File: config.mk
export PLATFORM = sky130hd
export DESIGN_NAME = mem_arbiter
export DESIGN_NICKNAME = d
export VERILOG_FILES = /design/src/rtl/mem_pkg.sv /design/src/rtl/arb_prio_sel.sv /design/src/rtl/mem_arbiter.sv
export SDC_FILE = /design/constraint.sdc
export NUM_CORES = 1
export LEC_CHECK = 0
export ABC_AREA = 1
export BUFFER_PORTS_ARGS = -buffer_cell sky130_fd_sc_hd__buf_2
export CAP_MARGIN = 20
export CORE_MARGIN = 2
export CORE_UTILIZATION = 50
export CTS_CLUSTER_SIZE = 28
export DETAILED_ROUTE_END_ITERATION = 10
export PLACE_DENSITY = 0.81
export SETUP_SLACK_MARGIN = 0.05
export SLEW_MARGIN = 20
export SYNTH_ARGS = -nofsm -noshare
export SYNTH_HDL_FRONTEND = slang
export SYNTH_SLANG_ARGS = --single-unit
File: constraint.sdc
create_clock -name clk -period 1.9 [get_ports clk]
set_clock_uncertainty 0.1 [all_clocks]
set_input_delay 0.19 -clock clk [delete_from_list [all_inputs] [get_ports clk]]
set_output_delay 0.19 -clock clk [all_outputs]
set_load 0.005 [all_outputs]
File: src/rtl/mem_pkg.sv
// Shared types and constants for the instruction/data memory arbiter.
`timescale 1ns/1ps
package mem_pkg;

  typedef enum logic [1:0] {
    ST_IDLE    = 2'd0,
    ST_SERVE_I = 2'd1,
    ST_SERVE_D = 2'd2
  } state_t;

  // Access size codes carried on mem_size.
  localparam logic [2:0] SZ_B    = 3'b000;
  localparam logic [2:0] SZ_H    = 3'b001;
  localparam logic [2:0] SZ_W    = 3'b010;
  localparam logic [2:0] SZ_BU   = 3'b100;
  localparam logic [2:0] SZ_HU   = 3'b101;
  localparam logic [2:0] SZ_NONE = 3'b111;

  localparam int STARVE_MAX_DEF = 4;
  localparam int TIMEOUT_DEF    = 64;

  // 3-bit saturating increment for the starvation counter.
  function automatic logic [2:0] sat_inc3(input logic [2:0] v);
    return (v == 3'b111) ? v : v + 3'd1;
  endfunction

endpackage

File: src/rtl/arb_prio_sel.sv
// Combinational grant select: data wins ties until fetch has been passed
// over STARVE_MAX times, then fetch goes first.
`timescale 1ns/1ps
module arb_prio_sel
  import mem_pkg::*;
#(
  parameter int STARVE_MAX = STARVE_MAX_DEF
) (
  input  logic       if_req,
  input  logic       d_req,
  input  logic       mask_i,
  input  logic       mask_d,
  input  logic [2:0] starve_cnt,
  output logic       gnt_i,
  output logic       gnt_d,
  output logic       if_elig
);

  logic d_elig;
  logic starved;

  assign if_elig = if_req & ~mask_i;
  assign d_elig  = d_req & ~mask_d;
  assign starved = (starve_cnt == 3'(STARVE_MAX));
  assign gnt_i   = if_elig & (~d_elig | starved);
  assign gnt_d   = d_elig & ~gnt_i;

endmodule

File: src/rtl/mem_arbiter.sv
// Two-port (fetch / data) arbiter in front of a single memory controller.
// One transaction in flight; requester fields are captured at grant and the
// memory side is driven only from those holding registers while serving.
`timescale 1ns/1ps
module mem_arbiter
  import mem_pkg::*;
#(
  parameter int DATA_WIDTH = 32,
  parameter int ADDR_WIDTH = 17,
  parameter int STARVE_MAX = STARVE_MAX_DEF,
  parameter int TIMEOUT    = TIMEOUT_DEF
) (
  input  logic                  clk,
  input  logic                  rst_n,
  // fetch port
  input  logic                  if_req,
  input  logic [ADDR_WIDTH-1:0] if_addr,
  output logic [DATA_WIDTH-1:0] if_rdata,
  output logic                  if_ack,
  // data port
  input  logic                  d_req,
  input  logic                  d_we,
  input  logic [2:0]            d_size,
  input  logic [ADDR_WIDTH-1:0] d_addr,
  input  logic [DATA_WIDTH-1:0] d_wdata,
  output logic [DATA_WIDTH-1:0] d_rdata,
  output logic                  d_ack,
  // memory controller side
  output logic                  mem_we,
  output logic [2:0]            mem_size,
  output logic [ADDR_WIDTH-1:0] mem_addr,
  output logic [DATA_WIDTH-1:0] mem_wdata,
  input  logic [DATA_WIDTH-1:0] mem_rdata,
  input  logic                  mem_ready,
  // status
  output logic                  busy,
  output logic                  err
);

  localparam int WCW = (TIMEOUT > 2) ? $clog2(TIMEOUT) : 1;

  state_t                state;
  logic [2:0]            starve_cnt;
  logic [WCW-1:0]        wait_cnt;
  logic                  h_we;
  logic [2:0]            h_size;
  logic [ADDR_WIDTH-1:0] h_addr;
  logic [DATA_WIDTH-1:0] h_wdata;
  logic                  gnt_i, gnt_d, if_elig;
  logic                  hold;
  logic                  srv_i;

  // The ack cycle is a turnaround: neither port is granted in it, so a data
  // requester that re-requests right away competes with fetch on equal
  // footing next cycle and the starvation counter stays meaningful.
  assign hold  = if_ack | d_ack;
  assign srv_i = (state == ST_SERVE_I);

  arb_prio_sel #(.STARVE_MAX(STARVE_MAX)) u_sel (
    .if_req     (if_req),
    .d_req      (d_req),
    .mask_i     (hold),
    .mask_d     (hold),
    .starve_cnt (starve_cnt),
    .gnt_i      (gnt_i),
    .gnt_d      (gnt_d),
    .if_elig    (if_elig)
  );

  // Memory side: holding registers while serving, "no access" otherwise.
  assign busy      = (state != ST_IDLE);
  assign mem_we    = busy & h_we;
  assign mem_size  = busy ? h_size  : SZ_NONE;
  assign mem_addr  = busy ? h_addr  : '0;
  assign mem_wdata = busy ? h_wdata : '0;

  // Arbitration FSM with registered ack/err/read-data outputs.
  always_ff @(posedge clk or negedge rst_n) begin
    if (!rst_n) begin
      state      <= ST_IDLE;
      starve_cnt <= '0;
      wait_cnt   <= '0;
      h_we       <= 1'b0;
      h_size     <= '0;
      h_addr     <= '0;
      h_wdata    <= '0;
      if_rdata   <= '0;
      d_rdata    <= '0;
      if_ack     <= 1'b0;
      d_ack      <= 1'b0;
      err        <= 1'b0;
    end else begin
      if_ack <= 1'b0;
      d_ack  <= 1'b0;
      err    <= 1'b0;
      case (state)
        ST_IDLE: begin
          if (gnt_i) begin
            state      <= ST_SERVE_I;
            h_we       <= 1'b0;
            h_size     <= SZ_W;
            h_addr     <= if_addr;
            h_wdata    <= '0;
            wait_cnt   <= '0;
            starve_cnt <= '0;
          end else if (gnt_d) begin
            state    <= ST_SERVE_D;
            h_we     <= d_we;
            h_size   <= d_size;
            h_addr   <= d_addr;
            h_wdata  <= d_wdata;
            wait_cnt <= '0;
            if (if_elig) starve_cnt <= sat_inc3(starve_cnt);
          end
        end
        ST_SERVE_I, ST_SERVE_D: begin
          if (mem_ready) begin
            state <= ST_IDLE;
            if (srv_i) begin
              if_rdata <= mem_rdata;
              if_ack   <= 1'b1;
            end else begin
              d_rdata <= mem_rdata;
              d_ack   <= 1'b1;
            end
          end else if (wait_cnt == WCW'(TIMEOUT - 1)) begin
            // Controller never answered: complete with zero data and flag it.
            state <= ST_IDLE;
            err   <= 1'b1;
            if (srv_i) begin
              if_rdata <= '0;
              if_ack   <= 1'b1;
            end else begin
              d_rdata <= '0;
              d_ack   <= 1'b1;
            end
          end else begin
            wait_cnt <= wait_cnt + WCW'(1);
          end
        end
        default: state <= ST_IDLE;
      endcase
    end
  end

endmodule

==> impl_metrics.json, run 1 <==
{
  "core-area_um2": 12000,
  "cts.sinks": 131,
  "hold_viol_final": 0,
  "tritoncts": "done",
  "seqPwrFrac": 0.315,
  "power_density_nw_per_um2": 1500,
  "syn_nets": 890,
  "final_nets": 1224,
  "placed_area_um2": 7390,
  "place.port_buffers": 227,
  "mostFrequentLayoutCell": "nand2_1",
  "drv_slew": 0,
  "synth_top_area_frac": 0.537,
  "mostFrequentLayoutCells": "nand2_1 (284), buf_2 (226), dfrtp_1 (131)",
  "synth_area_leaders": "dfrtp_1 (54%), nand2_1 (18%), inv_1 (6.0%)",
  "power_switching_mw": 5.39,
  "ys_warn_count": 0,
  "whs_path_depth": 3,
  "arrival_ns": 1.52,
  "syn_area_per_cell_um2": 7.86,
  "grt_use_met2": 0.502,
  "status": "complete, no violations",
  "rsz0062_at_grt": "yes",
  "grt_use_total": 0.292,
  "initial_core_util": 0.511,
  "drt_iter0_drc": 528,
  "r2r_start": "wait_cnt[1]",
  "worstReg2RegEnd": "if_rdata[26]",
  "synth_fa_ha_area_frac": 0.0123,
  "rows": 40,
  "grt_first_pass_wirelength_um": 29800,
  "yosys.area_share.simple": 0.280,
  "synth_cells": 777,
  "relSlewSlack": 0.636,
  "p_leak_nw": 5.29,
  "dp.cells": 1130,
  "hold_path.class": "input pin to register",
  "grt-ovfl-total": 0,
  "setup_viol_count_final": 0,
  "grt_max_degree": 71,
  "clock-root-buffer": "clkbuf_16",
  "ant_nets": 0,
  "area_delta_synth_final_pct": 50.6,
  "r2r_cells": 10,
  "pwr-share-comb": 0.459,
  "antenna_found_initial": 2,
  "drive_above_1_share": 0.279,
  "hold_end": "h_addr[1]",
  "ys_ff_latch": 131,
  "syn_area_um2": 6110,
  "maxClockFrequency_ghz": 0.551,
  "cap_violations": 0,
  "remaining_drc_errors": 0,
  "gp_congestion": 0.849,
  "tightest_slew_ns": 0.546,
  "vias": 6539,
  "synth-seq-area-share": 0.537,
  "power.share.clock": 0.226,
  "n_fill_cell": 774,
  "worstPathRequired_ns": 1.61,
  "yosysTopAreaCell": "dfrtp_1",
  "wire_per_inst_um": 16.4,
  "intPower_mw": 8.45,
  "htree_levels": 4,
  "numCtsBuffers": 17,
  "path_clk_slew_ns": 0.05,
  "clockBufferDepth": 2,
  "critPathLaunchType": "register",
  "routed_via_density": 5.15,
  "design.die.area_um2": 13100,
  "fin_cells": 1270,
  "insertion_delay_ns": 0.41,
  "post-route-min-period_ns": 1.81,
  "synth_compound_area_frac": 0.0633,
  "grt-busiest-layer": "met2",
  "hp-start": "if_addr[1]",
  "end_kind": "primary output",
  "finalCritPeriodShare": 0.955,
  "dr.pass1.iters": 7,
  "die_x_um": 115,
  "use_met1": 0.340,
  "ys_types": 24,
  "cp_max_fo": 12,
  "synth_xor_area_frac": 0.00143,
  "ir_drop_uv": 957,
  "die_h_um": 115,
  "fin_area_um2": 9200,
  "critPathKind": "register to primary output",
  "ios": 228,
  "switching_share": 0.390,
  "totalWireLength_um": 20800,
  "grt_pass1_vias": 6239,
  "synthMuxAreaShare": 0,
  "r2r_slack_ns": 0.10,
  "use_met3": 0.0614,
  "synth_top_family_by_area": "simple AND/OR/NAND/NOR gates",
  "dpl.hpwl_um": 10500
}
==> power groups by stage <==
stage | registers, mW | clock network, mW | logic [mW]
final | 4.36 | 3.12 | 6.35
after global routing | 4.46 | 3.29 | 6.93
after CTS | 4.33 | 3.14 | 5.40
after detailed placement | 4.34 | 0 | 5.03
after global placement | 4.33 | 0 | 4.90
after floorplan | 4.32 | 0 | 3.12
==> metrics by stage <==
stage          hold slack (ns)  setup TNS (ns)   util  setup slack (ns)  power (mW)
2_1_floorplan           -0.206               0      -             0.237        7.43
3_3_place_gp             0.110               0  0.618            0.0130        9.23
5_1_grt                 0.0173               0  0.769            0.0266        14.7
4_1_cts                0.00523           -4.49  0.744           -0.0951        12.9
3_5_place_dp             0.108           -1.56  0.618           -0.0622        9.37
6_report               0.00788               0  0.769            0.0860        13.8
==> metal layers <==
layer	vias to the layer above	share of wire
li1	3022	-
met1	3043	0.37
met2	388	0.51
met3	86	0.082
met4	0	0.044
met5	-	0
==> flip-flops by register name, indices dropped and copies added, names as in the netlist <==
| register | cells |
|---|---|
| d_ack | 1 |
| d_rdata | 32 |
| err | 1 |
| h_addr | 17 |
| h_size | 3 |
| h_wdata | 32 |
| h_we | 1 |
| if_ack | 1 |
| if_rdata | 32 |
| starve_cnt | 3 |
| state | 2 |
| wait_cnt | 6 |
==> synthesized netlist by cell type (all sizes together) <==
library cell	instances
clkinv	1
nor2	86
o21ai	74
a21oi	1
clkbuf	12
inv	100
xnor2	1
dfrtp	131
buf	28
nor4	1
nand2	292
ha	6
nand4	1
nand3	43
==> worst max path at each step <==
stage                        startpoint            to  slack (ns)
after floorplan                state[0]   wait_cnt[1]        0.24
after global placement         state[0]   if_rdata[9]        0.01
after detailed placement       state[0]  if_rdata[25]       -0.06
after CTS                      state[1]  if_rdata[25]        -0.1
after global routing      starve_cnt[0]     h_addr[3]        0.03
final                          state[1]  mem_addr[16]        0.09
==> kinds of logic (layout without fill, tap and decap cells) <==
family,count (synthesis),count (layout)
other cells,0,2
xor+xnor,1,1
buf+inv,141,480
fa+ha+maj,6,6
compound gates,75,75
flops,131,131
simple gates,423,428
==> worst max-delay path, stage by stage, from the launching register on <==
cell       delay (ns)
dfrtp_1          0.39
inv_2            0.09
ha_4             0.24
clkbuf_16        0.22
nor2_1           0.06
buf_2            0.12
==> cell type report <==
| class | instances | area (um^2) | share of cell area |
|---|---|---|---|
| clock inverters | 6 | 80.1 | 0.00870 |
| well taps | 147 | 184 | 0.0200 |
| multi-input cells | 510 | 2320 | 0.252 |
| inverters | 101 | 379 | 0.0412 |
| repair buffers | 350 | 2480 | 0.269 |
| flip-flops and latches | 131 | 3280 | 0.356 |
| diodes | 2 | 5.00 | 0.000544 |
| clock buffers | 23 | 478 | 0.0519 |
==> what timing repair did <==
action / 4_1_cts / 5_1_grt
endpoints found under the setup margin: 115 / 161
setup buffers: 0 / 10
gates cloned: 2 / 7
gates resized for setup: 1 / 15
hold buffers: 90 / 0
endpoints found under the hold margin: 129 / 0
pin swaps: 1 / 9
Power figures use the tool's default switching activity.
==> run 2: changes to the inputs <==
REMOVE_ABC_BUFFERS = 1   (was unset)
==> impl_metrics.json, run 2 (synthesis gave the netlist of run 1 again) <==
{
  "p_leak_nw": 5.31,
  "cp_max_fo": 36,
  "grt-busiest-layer": "met2",
  "intPower_mw": 8.43,
  "finalCritPeriodShare": 0.953,
  "die_x_um": 115,
  "rows": 40,
  "core-area_um2": 12000,
  "fin_cells": 1277,
  "setup_tns_ns": 0,
  "drv_slew": 0,
  "tritoncts": "done",
  "final_nets": 1230,
  "crit_buf_inv": 3,
  "use_met1": 0.366,
  "tightest_slew_ns": 0.506,
  "status": "finished with violations",
  "power_density_nw_per_um2": 1520,
  "power.share.clock": 0.227,
  "drive_above_1_share": 0.286,
  "clock-root-buffer": "clkbuf_16",
  "grt-ovfl-total": 0,
  "arrival_ns": 2.00,
  "initial_core_util": 0.511,
  "top_regs": "d_rdata: 32 flops, h_wdata: 32 flops, if_rdata: 32 flops",
  "cap_violations": 0,
  "hp-start": "mem_rdata[22]",
  "post-place-ws_ns": -0.0667,
  "whs_ns": 0.0148,
  "hold_viol_final": 0,
  "worst_slack_ns": 0.0884,
  "mostFrequentLayoutCell": "nand2_1",
  "pwr-share-comb": 0.461,
  "grt_first_pass_wirelength_um": 31600,
  "worstPathRequired_ns": 2.09,
  "startpoint": "state[1]",
  "cts.sinks": 131,
  "rsz0062_at_grt": "yes",
  "critPathKind": "register to register",
  "grt_max_degree": 48,
  "totalWireLength_um": 21600,
  "end_kind": "register",
  "remaining_drc_errors": 2,
  "dp.cells": 1133,
  "finalPower_mw": 14.1,
  "mostFrequentLayoutCells": "nand2_1 (284), buf_2 (226), dfrtp_1 (131)",
  "antenna_found_initial": 0,
  "clockBufferDepth": 2,
  "die_h_um": 115,
  "vias": 6652,
  "critPathLaunchType": "register",
  "seqPwrFrac": 0.312,
  "area_delta_synth_final_pct": 51.7,
  "violations": "design-rule violations",
  "setup_viol_count_final": 0,
  "use_met3": 0.104,
  "path_clk_slew_ns": 0.06,
  "post-route-min-period_ns": 1.81,
  "n_antenna_cell": 0,
  "relSlewSlack": 0.662,
  "hold_path.class": "input pin to register",
  "routed_via_density": 5.21,
  "place.port_buffers": 227,
  "wire_per_inst_um": 16.9,
  "dr.pass1.iters": 9,
  "ios": 228,
  "htree_levels": 4,
  "power_switching_mw": 5.63,
  "cp_top_family": "buffers and inverters",
  "gp_congestion": 0.807,
  "numCtsBuffers": 17,
  "dpl.hpwl_um": 10500,
  "path_cells": "inv_2 > ha_4 > inv_2 > nor2_4 > buf_8 > o21ai_0 > o21ai_0",
  "grt_use_met2": 0.499,
  "design.die.area_um2": 13100,
  "r2r_start": "state[1]",
  "max_stage_delay_ns": 0.39,
  "insertion_delay_ns": 0.41,
  "switching_share": 0.401,
  "maxClockFrequency_ghz": 0.552,
  "ant_nets": 0,
  "cp_slowest_cell": "dfrtp_1",
  "grt_pass1_vias": 6402,
  "grt_use_total": 0.309,
  "ir_drop_uv": 716,
  "drt_iter0_drc": 794
}
==> run 2: cell count changes in the layout (fill, tap and decap cells not counted), sizes merged <==
cell	change
buf	+2
clkbuf	-2
clkinv	+2
clkinvlp	+1
diode	-2
dlygate4sd3	+5
nand2	+1
==> run 2: worst register-to-register path, cell delays in order (launching register included) <==
cell,delay (ns)
dfrtp_1,0.39
inv_2,0.09
ha_4,0.23
inv_2,0.12
nor2_4,0.21
buf_8,0.24
o21ai_0,0.16
o21ai_0,0.16
==> run 2: final cells by class <==
| type | count | area (um^2) |
|---|---|---|
| sequential | 131 | 3280 |
| fill | 750 | 2700 |
| timing repair buffer | 355 | 2480 |
| multi-input combinational | 511 | 2370 |
| clock buffer | 23 | 468 |
| inverter | 101 | 379 |
| tap | 147 | 184 |
| clock inverter | 9 | 105 |
==> run 2: worst paths after layout <==
check / end / slack, ns / cells after the start
worst max-delay path: h_size[1] / 0.09 / 7
worst max register to register: h_size[1] / 0.09 / 7
min in group asynchronous: d_rdata[7] / 0.15 / 2
max in group asynchronous: if_rdata[3] / 0.95 / 3
worst min register to register: d_rdata[14] / 0.37 / 2
worst min-delay path: d_rdata[22] / 0.01 / 5
==> run 2: what timing repair did <==
action	CTS	global route
hold buffers	95	0
hold endpoints to repair	233	0
gates cloned	3	6
setup endpoints to repair	115	128
pin swaps	2	9
gates resized for setup	6	23
setup buffers	0	8
==> run 2: routing by layer <==
| metal | part of all wire | vias to the layer above |
|---|---|---|
| li1 | - | 3032 |
| met1 | 0.39 | 3065 |
| met2 | 0.47 | 461 |
| met3 | 0.11 | 94 |
| met4 | 0.041 | 0 |
| met5 | 0 | - |
==> run 2: stage by stage <==
step                      cell area [um^2]   util
after floorplan                       5840      -
after global placement                7400  0.619
after detailed placement              7400  0.619
after CTS                             9000  0.753
after global routing                  9270  0.775
final                                 9270  0.775
==> run 2: power groups by stage <==
stage                     registers [mW]  clock network, mW  logic (mW)
final                               4.39               3.19        6.48
after global routing                4.48               3.38        7.03
after CTS                           4.31               3.21        5.51
after detailed placement            4.33                  0        5.10
after global placement              4.31                  0        4.98
after floorplan                     4.67                  0        2.66
